[src/rtl/fmig2_pkg.sv]
// rtl/fmig2_pkg.sv - shared width constant and cp index type for the fmig2 slice
// Purpose : default operand width and the encoding of the "which input won" index.
// Contents: FMIG2_BITS (default signed width), cp_idx_t (0 = x, 1 = y).
package fmig2_pkg;

  localparam int FMIG2_BITS = 8;

  typedef enum logic {
    CP_X = 1'b0,
    CP_Y = 1'b1
  } cp_idx_t;

endpackage

[src/rtl/fmig2_if.sv]
// rtl/fmig2_if.sv - operand/result bundle for the fmig2 minimum unit
// Purpose : groups the input operands and the result of fmig2_unit.
// Signals : in_valid, x, y (driven by master); out_valid, min, cp (driven by slave).
// Modports: master = operand source / result sink, slave = the minimum unit.
interface fmig2_if #(
  parameter int BITS = fmig2_pkg::FMIG2_BITS
);

  logic                   in_valid;
  logic signed [BITS-1:0] x;
  logic signed [BITS-1:0] y;
  logic                   out_valid;
  logic signed [BITS-1:0] min;
  fmig2_pkg::cp_idx_t     cp;

  modport master (
    output in_valid, x, y,
    input  out_valid, min, cp
  );

  modport slave (
    input  in_valid, x, y,
    output out_valid, min, cp
  );

endinterface

[src/rtl/fmig2_cmp.sv]
// rtl/fmig2_cmp.sv - combinational signed compare-and-select
// Purpose : min = smaller of x and y (signed), cp = index of the winner.
// Ports   : x, y (signed BITS operands), min (signed BITS), cp (0 = x, 1 = y).
module fmig2_cmp
  import fmig2_pkg::*;
#(
  parameter int BITS = FMIG2_BITS
) (
  input  logic signed [BITS-1:0] x,
  input  logic signed [BITS-1:0] y,
  output logic signed [BITS-1:0] min,
  output cp_idx_t                cp
);

  // Both operands are declared signed, so this is a full-width signed
  // compare; no subtraction is involved, so extremes cannot overflow.
  // A tie keeps x.
  always_comb begin
    min = x;
    cp  = CP_X;
    if (y < x) begin
      min = y;
      cp  = CP_Y;
    end
  end

endmodule

[src/rtl/fmig2_unit.sv]
// rtl/fmig2_unit.sv - signed two-input minimum with optional output register
// Purpose : wraps fmig2_cmp; REG_OUT=1 registers min/cp/out_valid (1-cycle
//           latency, results held while idle), REG_OUT=0 is purely combinational.
// Ports   : clk, rst (async, active-high; unused when REG_OUT=0),
//           bus (fmig2_if.slave: in_valid, x, y -> out_valid, min, cp).
module fmig2_unit
  import fmig2_pkg::*;
#(
  parameter int BITS    = FMIG2_BITS,
  parameter int REG_OUT = 1
) (
  input logic   clk,
  input logic   rst,
  fmig2_if.slave bus
);

  logic signed [BITS-1:0] cmp_min;
  cp_idx_t                cmp_cp;

  fmig2_cmp #(
    .BITS (BITS)
  ) u_cmp (
    .x   (bus.x),
    .y   (bus.y),
    .min (cmp_min),
    .cp  (cmp_cp)
  );

  generate
    if (REG_OUT != 0) begin : g_reg
      logic signed [BITS-1:0] min_q;
      cp_idx_t                cp_q;
      logic                   valid_q;

      // Result registers only load on a valid input so min/cp hold across
      // idle cycles; reset clears everything, dropping any result in flight.
      always_ff @(posedge clk or posedge rst) begin
        if (rst) begin
          valid_q <= 1'b0;
          min_q   <= '0;
          cp_q    <= CP_X;
        end else begin
          valid_q <= bus.in_valid;
          if (bus.in_valid) begin
            min_q <= cmp_min;
            cp_q  <= cmp_cp;
          end
        end
      end

      assign bus.out_valid = valid_q;
      assign bus.min       = min_q;
      assign bus.cp        = cp_q;
    end else begin : g_comb
      // clk and rst have no function in the combinational build.
      logic unused_clk_rst;
      assign unused_clk_rst = clk ^ rst;

      assign bus.out_valid = bus.in_valid;
      assign bus.min       = cmp_min;
      assign bus.cp        = cmp_cp;
    end
  endgenerate

endmodule

[src/flat_wrapper.sv]
// flat-port wrapper written by rule: the top's interface ports become plain ports
module fmig2_unit_flat import fmig2_pkg::*;
#(
  parameter int BITS    = FMIG2_BITS,
  parameter int REG_OUT = 1
)
  (clk, rst, bus_in_valid, bus_x, bus_y, bus_out_valid, bus_min, bus_cp);
  fmig2_if #(.BITS(BITS)) bus_i ();
  input logic clk;
  input logic rst;
  input wire logic [$bits(bus_i.in_valid)-1:0] bus_in_valid;
  input wire logic [$bits(bus_i.x)-1:0] bus_x;
  input wire logic [$bits(bus_i.y)-1:0] bus_y;
  output wire logic [$bits(bus_i.out_valid)-1:0] bus_out_valid;
  output wire logic [$bits(bus_i.min)-1:0] bus_min;
  output wire logic [$bits(bus_i.cp)-1:0] bus_cp;
  assign bus_i.in_valid = bus_in_valid;
  assign bus_i.x = bus_x;
  assign bus_i.y = bus_y;
  assign bus_out_valid = bus_i.out_valid;
  assign bus_min = bus_i.min;
  assign bus_cp = bus_i.cp;
  fmig2_unit #(.BITS(BITS), .REG_OUT(REG_OUT)) u_core (.clk(clk), .rst(rst), .bus(bus_i));
endmodule
[config.mk]
export PLATFORM = sky130hd
export DESIGN_NAME = fmig2_unit_flat
export DESIGN_NICKNAME = d
export VERILOG_FILES = /design/src/rtl/fmig2_pkg.sv /design/src/rtl/fmig2_if.sv /design/src/rtl/fmig2_cmp.sv /design/src/rtl/fmig2_unit.sv /design/src/flat_wrapper.sv
export SDC_FILE = /design/constraint.sdc
export NUM_CORES = 1
export LEC_CHECK = 0
export CORE_MARGIN = 2
export CORE_UTILIZATION = 35
export DETAILED_ROUTE_END_ITERATION = 8
export RECOVER_POWER = 50
export SYNTH_ARGS = -nofsm -noshare
export SYNTH_HDL_FRONTEND = slang
export SYNTH_HIERARCHICAL = 1
export SYNTH_SLANG_ARGS = --single-unit
[constraint.sdc]
create_clock -name clk -period 0.8 [get_ports clk]
set_input_delay 0.08 -clock clk [delete_from_list [all_inputs] [get_ports clk]]
set_output_delay 0.08 -clock clk [all_outputs]
set_load 0.005 [all_outputs]
# Yosys cells after proc, flatten, opt, wreduce, memory -nomap -nowiden
# Cells that the tools add are included.
# W data, S select, Z words.
# classes
magnitude_cmp	1
mux	2
# op_table
operator	count
$lt A8 B8 Y1	1
$mux W8	1
$mux W1	1
# word_totals
ff_bits	10
out_inout_bits	10
word_cells	6

# Logic depth before layout (Yosys ltp)
# Gate-level depths: netlist of run 1.
# logic_depth
ltp_word	2
depth_mapped	8
mapped_depth_nobuf	7

# Cells and area by module
# The synthesis of run 1 kept the hierarchy.
# by_module_without_submodules
mod	instances	cells_each	area_each_um2
fmig2_cmp	1	78	564.3
fmig2_unit	1	21	400.4

# Least setup slack after synthesis of run 1
# OpenSTA, ideal clock, no wires.
# synth_path
path_kind	input-to-reg
from	input port bus_x[3]
to	register u_core.g_reg.min_q[7], in the netlist u_core/bus.min[7]
arrival_time_ns	1.539
slack_ns	-0.864
stages	7
n_path_buf	0
path_cell_list	inv_1 ha_1 a211oi_2 o21ai_2 a22oi_2 mux2_4 mux2_4
# synth_via
elab_chain_len	2
# synth_lines
element	line_no	source
start: declaration	flat_wrapper.sv:12	input wire logic [$bits(bus_i.x)-1:0] bus_x;
$lt A8 B8 Y1	fmig2_cmp.sv:21	if (y < x) begin
$mux W8	fmig2_cmp.sv:21	
named net u_core.cmp_min[7]	fmig2_unit.sv:17	logic signed [BITS-1:0] cmp_min;
end signal: assignment	fmig2_unit.sv:45	min_q <= cmp_min;
end: declaration	fmig2_unit.sv:31	logic signed [BITS-1:0] min_q;
# The timed path passes the listed nets, and every way through them passes these cells.
# A chain may end at the register's enable or synchronous reset.

# Worst setup path after layout of run 1
# Same ends and word-level chain as after synthesis.

==> results of run 1 <==
-- logic make-up after synthesis --
| kind of cell | after synthesis |
|---|---|
| multiplexers | 10 |
| buffers and inverters | 16 |
| adder cells (fa/ha/maj) | 7 |
| AND/OR/NAND/NOR | 26 |
| flip-flops | 10 |
| AO/OA/AOI/OAI | 30 |
-- layer usage --
layer / GRT usage [%] / part of all wire [%] / wire (microns) / vias to the layer above
li1: - / - / - / 522
met1: 23.43 / 40 / 1269 / 496
met2: 35.05 / 55 / 1736 / 31
met3: 2.765 / 3.9 / 123 / 6
met4: 9.864 / 1.4 / 44 / 0
met5: 0 / 0 / 0 / -
-- cell type report --
| cell class | count | area (sq um) |
|---|---|---|
| Timing Repair Buffer | 66 | 514.2 |
| Clock buffer | 4 | 36.28 |
| Fill cell | 232 | 937.1 |
| Sequential cell | 10 | 250.2 |
| Inverter | 10 | 42.54 |
| Tap cell | 31 | 38.79 |
| Multi-Input combinational cell | 73 | 867.1 |
-- flip-flops by register name, summed over array words and instances, names as in the netlist --
| name | flops |
|---|---|
| u_core/bus.min | 8 |
| u_core/bus.cp | 1 |
| u_core/bus.out_valid | 1 |
-- stage by stage --
| stage | TNS (ns) | setup WS, ns | utilization, % |
|---|---|---|---|
| final | -5.403 | -0.6255 | 65.11 |
| after global placement | -12.22 | -1.277 | 60.41 |
| after CTS | -5.723 | -0.6612 | 64.18 |
| after detailed placement | -12.63 | -1.347 | 60.41 |
| after global routing | -6.202 | -0.6671 | 65.11 |
| after floorplan | -5.194 | -0.6982 | - |
-- synth_stat cells --
library cell / number / area share (%)
clkbuf_1: 3 / 1.2
nand3_1: 2 / 1.0
a41oi_1: 8 / 7.3
buf_6: 1 / 1.2
o22ai_1: 8 / 5.2
o211ai_2: 1 / 1.3
mux2_4: 10 / 16
and4_1: 7 / 6.4
a211oi_2: 1 / 1.3
a21oi_2: 1 / 0.91
buf_2: 2 / 1.0
o21ai_2: 1 / 0.91
ha_1: 7 / 9.1
a22oi_2: 1 / 1.3
a41o_1: 1 / 1.0
nor3b_2: 1 / 1.3
nand2_1: 8 / 3.1
o21a_1: 1 / 0.78
a31oi_1: 7 / 4.5
inv_1: 10 / 3.9
nor2_1: 1 / 0.39
dfrtp_1: 10 / 26
nor3b_1: 7 / 5.4
-- where the power goes --
part           switching [uW]  total, uW  internal (uW)
sequential               44.2        646            602
clock                     176        452            276
combinational             562       1330            767
total                     782       2430           1640
-- worst max-delay path: stages --
cell	delay (ns)
buf_8	0.08
clkinv_4	0.05
ha_4	0.22
a211oi_4	0.28
o21ai_4	0.14
a22oi_2	0.17
mux2_4	0.31
mux2_4	0.25
-- what timing repair did --
item / CTS / global route
buffers inserted: 6 / 1
pin swaps: 16 / 18
setup endpoints to repair: 19 / 19
hold buffers: 0 / 0
gates cloned: 0 / 0
resized for setup: 100 / 25
-- worst max path at each step --
stage | slack [ns] | cells past startpoint | end | start
after floorplan | -0.70 | 7 | u_core/bus.min[7]$_DFFE_PP0P_ | bus_x[3]
after global placement | -1.28 | 8 | u_core/bus.min[7]$_DFFE_PP0P_ | bus_x[3]
after detailed placement | -1.35 | 8 | u_core/bus.min[7]$_DFFE_PP0P_ | bus_x[3]
after CTS | -0.66 | 8 | u_core/bus.min[7]$_DFFE_PP0P_ | bus_x[3]
after global routing | -0.67 | 8 | u_core/bus.min[7]$_DFFE_PP0P_ | bus_x[3]
final | -0.63 | 8 | u_core/bus.min[7]$_DFFE_PP0P_ | bus_x[3]
==> impl_metrics.csv, run 1 <==
group,metric,value,unit
sta,skew,0,ns
critical_path,r2r_cells,3,
critical_path,required,0.95,ns
place,dp_hpwl,2183,microns
floorplanning,io_pins,29,
synthesis,synth_fa_ha_area_share,9.079,%
finish,nets,190,
global_routing,grt_pass1_wl,5030,microns
clock_tree,cts_tree,"done",
synthesis,synth_top_family_by_area,"compound AO/OA/AOI/OAI gates",
clock_tree,htree_levels,1,
global_routing,grt_pass1_vias,1103,
sta,setup_violations,19,
critical_path,endpoint_kind,"flip-flop",
place,dpl_cell_area,1623,sq um
sta,rsz0062_at_grt,"true",
floorplanning,fp.dieW,56.50,microns
synthesis,postSynthCellCount,99,
detailed_routing,drtIter0Drc,10,
critical_path,critPathMaxFanout,4,
clock_tree,clk-insertion-delay-late,0.26,ns
place,io_buffers,28,
detailed_routing,via_per_inst,5.438,
floorplanning,die_h,56.50,microns
detailed_routing,dr.pass1.iters,4,
critical_path,worst_r2r_endpoint,"u_core/bus.min[2]$_DFFE_PP0P_",
worst_hold_path,min_path_type,"input pin to flip-flop",
synthesis,synthMuxAreaShare,15.56,%
place,gp_congestion,0.8242,
critical_path,reg2reg_slack,-0.21,ns
clock_tree,clockBufferDepth,2,
floorplanning,die_area,3192,sq um
sta,hold_viol,0,
sta,drv_slew,0,
floorplanning,row_count,19,
synthesis,ys_seq_area_share,25.94,%
global_routing,antenna_found_initial,0,
finish,final_common_cell,"buf_4",
sta,slew_headroom,73.94,%
power,total_power,2427,uW
clock_tree,clockRootBuffer,"clkbuf_4",
critical_path,worst_setup_path_start_kind,"input pin",
clock_tree,clock-sinks,10,
worst_hold_path,whs_path_depth,3,
status,outcome,"finished with violations",
sta,worst_slew_pin_slew,0.3905,ns
synthesis,avgSynthCellArea,9.744,sq um
global_routing,grt.overflow.total,0,
finish,antenna_cells,0,
detailed_routing,num_vias,1055,
sta,whs,0.1976,ns
synthesis,synth_xor_area_share,0,%
critical_path,timing.rr.start,"u_core/bus.min[2]$_DFFE_PP0P_",
floorplanning,start_util,35.91,%
finish,area_growth,81.32,%
global_routing,grt_usage,19.94,%
synthesis,yosys_warnings,6,
job,drv_cap,0,
detailed_routing,drc,0,
synthesis,synthSimpleGateAreaFrac,17.64,%
sta,post-route-min-period,1.425,ns
sta,postLayoutSetupSlackWorst,-0.6255,ns
finish,final_area,1749,sq um
synthesis,netlist_area,964.7,sq um
power,peakVddDrop,1.127,mV
finish,instances_no_fill,194,
detailed_routing,wire_per_inst,16.36,microns
finish,final_cell_mix,"buf_4, buf_2, mux2_4, dfrtp_1",
detailed_routing,wl,3173,microns
finish,drive_above_1_share,66.87,%
clock_tree,path_clk_slew,0.07,ns
global_routing,grt_max_degree,20,
critical_path,setup.worst_path.class,"input pin to flip-flop",
synthesis,synth_cell_types,23,
worst_hold_path,min_to,"u_core/bus.min[7]$_DFFE_PP0P_",
synthesis,synth_nets,125,
place,numPlacedInstances,183,
synthesis,synth-seq-cells,10,
power,power_leakage,0.0007826,uW
synthesis,synth_compound_area_share,24.51,%
worst_hold_path,min_from,"bus_x[7]",
detailed_routing,drtAntennaViolNets,0,
sta,fmax,0.7015,GHz
status,failed_checks,"setup timing",
sta,fin_crit_sh,178.2,%
power,powerDensity,1387,nW/um^2
clock_tree,cts_buffers,3,
floorplanning,core_region_area,2686,sq um
critical_path,worst_ep_arrival_time,1.58,ns
Power figures use the tool's default switching activity.
==> run 2, diff against run 1 <==
--- a/config.mk
+++ b/config.mk
@@ -7,6 +7,7 @@
 export LEC_CHECK = 0
 export CORE_MARGIN = 2
 export CORE_UTILIZATION = 35
+export CTS_CLUSTER_DIAMETER = 50
 export DETAILED_ROUTE_END_ITERATION = 8
 export RECOVER_POWER = 50
 export SYNTH_ARGS = -nofsm -noshare
==> results of run 2 <==
Final layout, timing and power as in run 1 (identical DEF).
==> run 3, diff against run 2 <==
--- a/config.mk
+++ b/config.mk
@@ -5,7 +5,6 @@
 export SDC_FILE = /design/constraint.sdc
 export NUM_CORES = 1
 export LEC_CHECK = 0
-export CORE_MARGIN = 2
 export CORE_UTILIZATION = 35
 export CTS_CLUSTER_DIAMETER = 50
 export DETAILED_ROUTE_END_ITERATION = 8
==> impl_metrics.csv, run 3 (same netlist as run 1, synthesis figures left out) <==
group,metric,value,unit
finish,antenna_cells,0,
floorplanning,fp.dieW,54.50,microns
detailed_routing,via_per_inst,5.535,
job,drv_cap,0,
finish,final_area,1775,sq um
floorplanning,io_pins,29,
sta,skew,0,ns
sta,rsz0062_at_grt,"true",
sta,worst_slew_pin_slew,0.3752,ns
finish,final_common_cell,"buf_4",
sta,postLayoutSetupSlackWorst,-0.5845,ns
clock_tree,htree_levels,1,
global_routing,grt.overflow.total,0,
finish,area_growth,84.05,%
worst_hold_path,min_path_type,"input pin to flip-flop",
power,powerDensity,1388,nW/um^2
power,switching_share,32.10,%
critical_path,setup.worst_path.class,"input pin to flip-flop",
place,dp_hpwl,2292,microns
detailed_routing,drtIter0Drc,13,
detailed_routing,wire_per_inst,16.13,microns
clock_tree,clock-sinks,10,
detailed_routing,wl,3194,microns
worst_hold_path,whs_path_depth,3,
power,power_leakage,0.0008042,uW
sta,drv_slew,0,
power,p_int,1674,uW
detailed_routing,num_vias,1096,
finish,final_cell_mix,"buf_4, buf_2, mux2_4, dfrtp_1, nand2_1",
power,switching_power,791.4,uW
clock_tree,clockRootBuffer,"clkbuf_4",
critical_path,cp_slowest_stage_delay,0.31,ns
clock_tree,cts_buffers,3,
sta,setup_violations,19,
critical_path,endpoint_kind,"flip-flop",
critical_path,critPathMaxFanout,3,
critical_path,slowest_stage,"mux2_4",
finish,drive_above_1_share,67.26,%
detailed_routing,drtAntennaViolNets,0,
sta,hold_viol,0,
power,p_comb_share,55.2,%
power,clockPowerShare,18.5,%
floorplanning,die_area,2970,sq um
sta,fin_crit_sh,173.1,%
place,io_buffers,28,
power,total_power,2465,uW
detailed_routing,drc,0,
sta,slew_headroom,74.96,%
clock_tree,cts_hold_repair.buffers,0,
clock_tree,cts_tree,"done",
floorplanning,row_count,18,
clock_tree,clk-insertion-delay-late,0.26,ns
status,outcome,"finished with violations",
critical_path,worst_r2r_endpoint,"u_core/bus.min[4]$_DFFE_PP0P_",
detailed_routing,dr.pass1.iters,4,
finish,finish.utilization,69.76,%
critical_path,crit_path_cell_trace,"buf_6 > ha_4 > a211oi_4 > o21ai_4 > a22oi_2 > mux2_4 > mux2_4",
critical_path,worst_setup_path_start_kind,"input pin",
critical_path,cp_top_family,"multiplexers",
finish,fillers,197,
global_routing,grt_usage,23.82,%
floorplanning,start_util,37.91,%
sta,fmax,0.7223,GHz
worst_hold_path,min_from,"bus_x[7]",
global_routing,grt_pass1_wl,5002,microns
critical_path,reg2reg_slack,-0.20,ns
critical_path,crit_buf_inv,1,
critical_path,timing.rr.start,"u_core/bus.min[4]$_DFFE_PP0P_",
critical_path,cp_common_cell,"mux2_4",
critical_path,r2r_cells,3,
floorplanning,core_region_area,2545,sq um
status,failed_checks,"setup timing",
sta,post-route-min-period,1.384,ns
critical_path,worst_ep_arrival_time,1.54,ns
clock_tree,clockBufferDepth,2,
clock_tree,path_clk_slew,0.07,ns
floorplanning,die_h,54.50,microns
critical_path,required,0.96,ns
worst_hold_path,min_to,"u_core/bus.min[7]$_DFFE_PP0P_",
global_routing,grt_pass1_vias,1090,
finish,nets,195,
place,gp_congestion,0.8443,
place,dpl_cell_area,1637,sq um
finish,largest_register_ffs,8,
global_routing,grt_max_degree,24,
power,peakVddDrop,1.305,mV
power,seqPwrFrac,26.3,%
global_routing,antenna_found_initial,0,
## run 3: what timing repair did
action                                  4_1_cts  5_1_grt
resized for setup                           114       10
setup buffers                                10        0
pin swaps                                    25       13
endpoints found under the setup margin       19       19
hold endpoints to repair                      0        0
## run 3: layout make-up
type / count / area, sq um / share of cell area, %
clock buffer: 4 / 36.28 / 2.044
inverter: 10 / 42.54 / 2.396
multi-input combinational: 73 / 865.8 / 48.77
tap: 30 / 37.54 / 2.114
timing repair buffer: 71 / 543.0 / 30.58
sequential: 10 / 250.2 / 14.09
## run 3: worst register-to-register path: cells and delay by family (launching register included)
family	cells	cell delay, ns
buf+inv	2	0.26
flops	1	0.38
mux	1	0.25
## run 3: power by group through the flow
| stage | logic (uW) | clock network (uW) | registers [uW] |
|---|---|---|---|
| 6_report | 1360 | 456 | 648 |
| 5_1_grt | 1460 | 482 | 664 |
| 4_1_cts | 1330 | 465 | 648 |
| 3_5_place_dp | 1260 | 0 | 665 |
| 3_3_place_gp | 1230 | 0 | 660 |
| 2_1_floorplan | 589 | 0 | 668 |
## run 3: per-stage QoR
| step | hold slack [ns] | cells | setup TNS, ns | setup WS [ns] |
|---|---|---|---|---|
| 5_1_grt | 0.2007 | 198 | -5.871 | -0.6281 |
| 3_5_place_dp | 0.3785 | 184 | -12.71 | -1.328 |
| 6_report | 0.2001 | 198 | -5.065 | -0.5845 |
| 3_3_place_gp | 0.3766 | 184 | -12.23 | -1.273 |
| 2_1_floorplan | -0.07982 | 99 | -5.194 | -0.6982 |
| 4_1_cts | 0.09898 | 198 | -5.270 | -0.6343 |
## run 3: worst max-delay path by stage
stage | startpoint | slack [ns] | cells after the start | endpoint
2_1_floorplan | bus_x[3] | -0.70 | 7 | u_core/bus.min[7]$_DFFE_PP0P_
5_1_grt | bus_x[3] | -0.63 | 8 | u_core/bus.min[7]$_DFFE_PP0P_
3_3_place_gp | bus_x[3] | -1.27 | 9 | u_core/bus.min[5]$_DFFE_PP0P_
6_report | bus_y[3] | -0.58 | 7 | u_core/bus.min[7]$_DFFE_PP0P_
4_1_cts | bus_x[3] | -0.63 | 8 | u_core/bus.min[7]$_DFFE_PP0P_
3_5_place_dp | bus_x[3] | -1.33 | 9 | u_core/bus.min[5]$_DFFE_PP0P_
## run 3: metal layers
metal	routed length (microns)	vias to the layer above	GRT usage, %
li1	-	531	-
met1	1352	530	26.99
met2	1684	29	45.53
met3	98	6	0.8333
met4	59	0	10.26
met5	0	-	0
==> RTL change (settings of run 1) <==
Change the package constant `FMIG2_BITS` from 8 to 9.
--- a/src/rtl/fmig2_pkg.sv
+++ b/src/rtl/fmig2_pkg.sv
@@ -3,7 +3,7 @@
 // Contents: FMIG2_BITS (default signed width), cp_idx_t (0 = x, 1 = y).
 package fmig2_pkg;
 
-  localparam int FMIG2_BITS = 8;
+  localparam int FMIG2_BITS = 9;
 
   typedef enum logic {
     CP_X = 1'b0,
Ports: changed (resized bus_min, bus_x and bus_y); port bits go from 29 to 32. No check against the original RTL was run, so the function may have changed too.
==> RTL change against run 1 <==
- the run still ends with setup timing left
- cell area increased by 22%
- worst setup slack worse by 0.066 ns
- final cell count is 17% higher
- synthesized area grew 7.0%
- power grew 13%
- sequential cell count rose by 1
- routed wire length is 23% higher
==> RTL change: results (changes against run 1) <==
[cts]
cts_buffer_depth=2  ; unchanged
clkTransAtPathRegs_ns=0.07  ; about the same
cts_resized=165  ; was 100
post-cts-setup-buffers=13  ; was 6
htree_num_levels=1  ; unchanged
cts_root_buf=clkbuf_4  ; unchanged
numCtsBuffers=3  ; unchanged
clk_latency_ns=0.27

[timing]
fin_tns_setup_ns=-7.103  ; was -5.403 ns
setup_viol=21  ; was 19
fin_ws_ns=-0.6911  ; was -0.6255 ns
worst_slew_pin_slew_ns=0.5869  ; was 0.3905 ns
hold_violations=0  ; unchanged
holdWs_ns=0.1765  ; was 0.1976 ns

[route]
wirelength_um=3890  ; was 3173 um
vias=1251  ; was 1055
drtIter0Drc=41  ; was 10
first_pass_iters=4  ; unchanged

[cells_and_area]
fin_nets=226  ; was 190
diodes=0  ; unchanged
layout-drive-gt1-share=0.7755  ; was 0.6687
nFillCells=181  ; was 232
largest_reg_flops=9  ; was 8

[worst_setup_path]
slowest_stage=ha_4  ; was mux2_4
rr_startpoint=u_core/bus.min[3]  ; was u_core/bus.min[2]
r2r_setup_slack_ns=-0.20
critical_path.top_delay_family=simple AND/OR/NAND/NOR gates  ; was compound AO/OA/AOI/OAI gates
crit_fanout=5  ; was 4
startpoint=bus_x[8]  ; was bus_x[3]

[min_path]
holdCritStartpoint=bus_y[8]  ; was bus_x[7]
hp-class=input pin to register  ; unchanged

[global_route]
grt_pass1_wl_um=6127  ; was 5030 um
grtUsageTotal=0.2346  ; was 0.1994
grt_max_degree=18  ; was 20
antenna_found_initial=0  ; unchanged

[place]
port_buffers=31  ; was 28
place_ws_ns=-1.485  ; was -1.347 ns
dp_hpwl_um=2356  ; was 2183 um
gp_routability_congestion=0.8690  ; was 0.8242

[synth]
yosysSeqAreaShare=0.2667  ; was 0.2594
synth_flop_cell=dfrtp_1  ; unchanged
synthArstFlopShare=1.000  ; unchanged
synth_area_leaders=dfrtp_1, mux2_4, ha_1  ; unchanged
syn_nets=133  ; was 125
synth_warnings=6  ; unchanged
ys_types=26  ; was 23
netlist_top_cells_count=dfrtp_1, mux2_4, inv_1  ; was dfrtp_1, inv_1, mux2_4

[pwr]
peakVddDrop_mv=1.146  ; was 1.127 mV
p_leak_uw=0.0009616  ; was 0.0007826 uW

[run_status]
status=finished, violations left  ; unchanged
violations=setup timing  ; unchanged

[RTL change: cell types whose count changed after synthesis, sizes merged, moves of 5 or more]
| cell | change |
|---|---|
| nand4 | +9 |
| a41oi | -8 |
| nor3b | -8 |
| o22ai | -8 |
| o31ai | +8 |
| a211oi | +7 |
| nor2 | +7 |
| and4 | -6 |
| nand2 | -5 |
[RTL change: layer usage]
metal	global-route usage	share of wire	vias up
li1	-	-	584
met1	0.3132	0.43	601
met2	0.3884	0.49	56
met3	0.01758	0.055	10
met4	0.1030	0.024	0
met5	0	0	-
[RTL change: final cells by class]
| type | instances | share of cell area |
|---|---|---|
| Tap cell | 31 | 0.01822 |
| Timing Repair Buffer | 94 | 0.3621 |
| Multi-Input combinational cell | 78 | 0.4527 |
| Clock buffer | 4 | 0.01235 |
| Sequential cell | 11 | 0.1293 |
| Inverter | 9 | 0.02528 |
[RTL change: cell families after synthesis]
family	share of synthesized area
simple gates	0.1527
compound gates	0.2230
fa+ha+maj	0.09697
flops	0.2667
buf+inv	0.09211
mux	0.1600
xor+xnor	0.008486
[RTL change: final timing paths]
check	cells past startpoint	to
worst max-delay path	10	u_core/bus.min[3]
worst min-delay path	3	u_core/bus.min[8]
worst max register to register	3	u_core/bus.min[3]
worst min register to register	2	u_core/bus.cp
max in group asynchronous	3	u_core/bus.cp
min in group asynchronous	3	u_core/bus.min[2]
[RTL change: per-stage QoR]
stage	power, uW	cell area, sq um	std cells
global route	2905	2128	227
floorplan	1355	1131	104
finish	2741	2128	227
global placement	2073	1797	206
CTS	2662	2071	224
detailed placement	2109	1797	206
[RTL change: power breakdown]
group / switching, uW / total (uW) / internal [uW]
combinational: 669 / 1640 / 972
clock: 188 / 381 / 193
sequential: 51.0 / 719 / 668
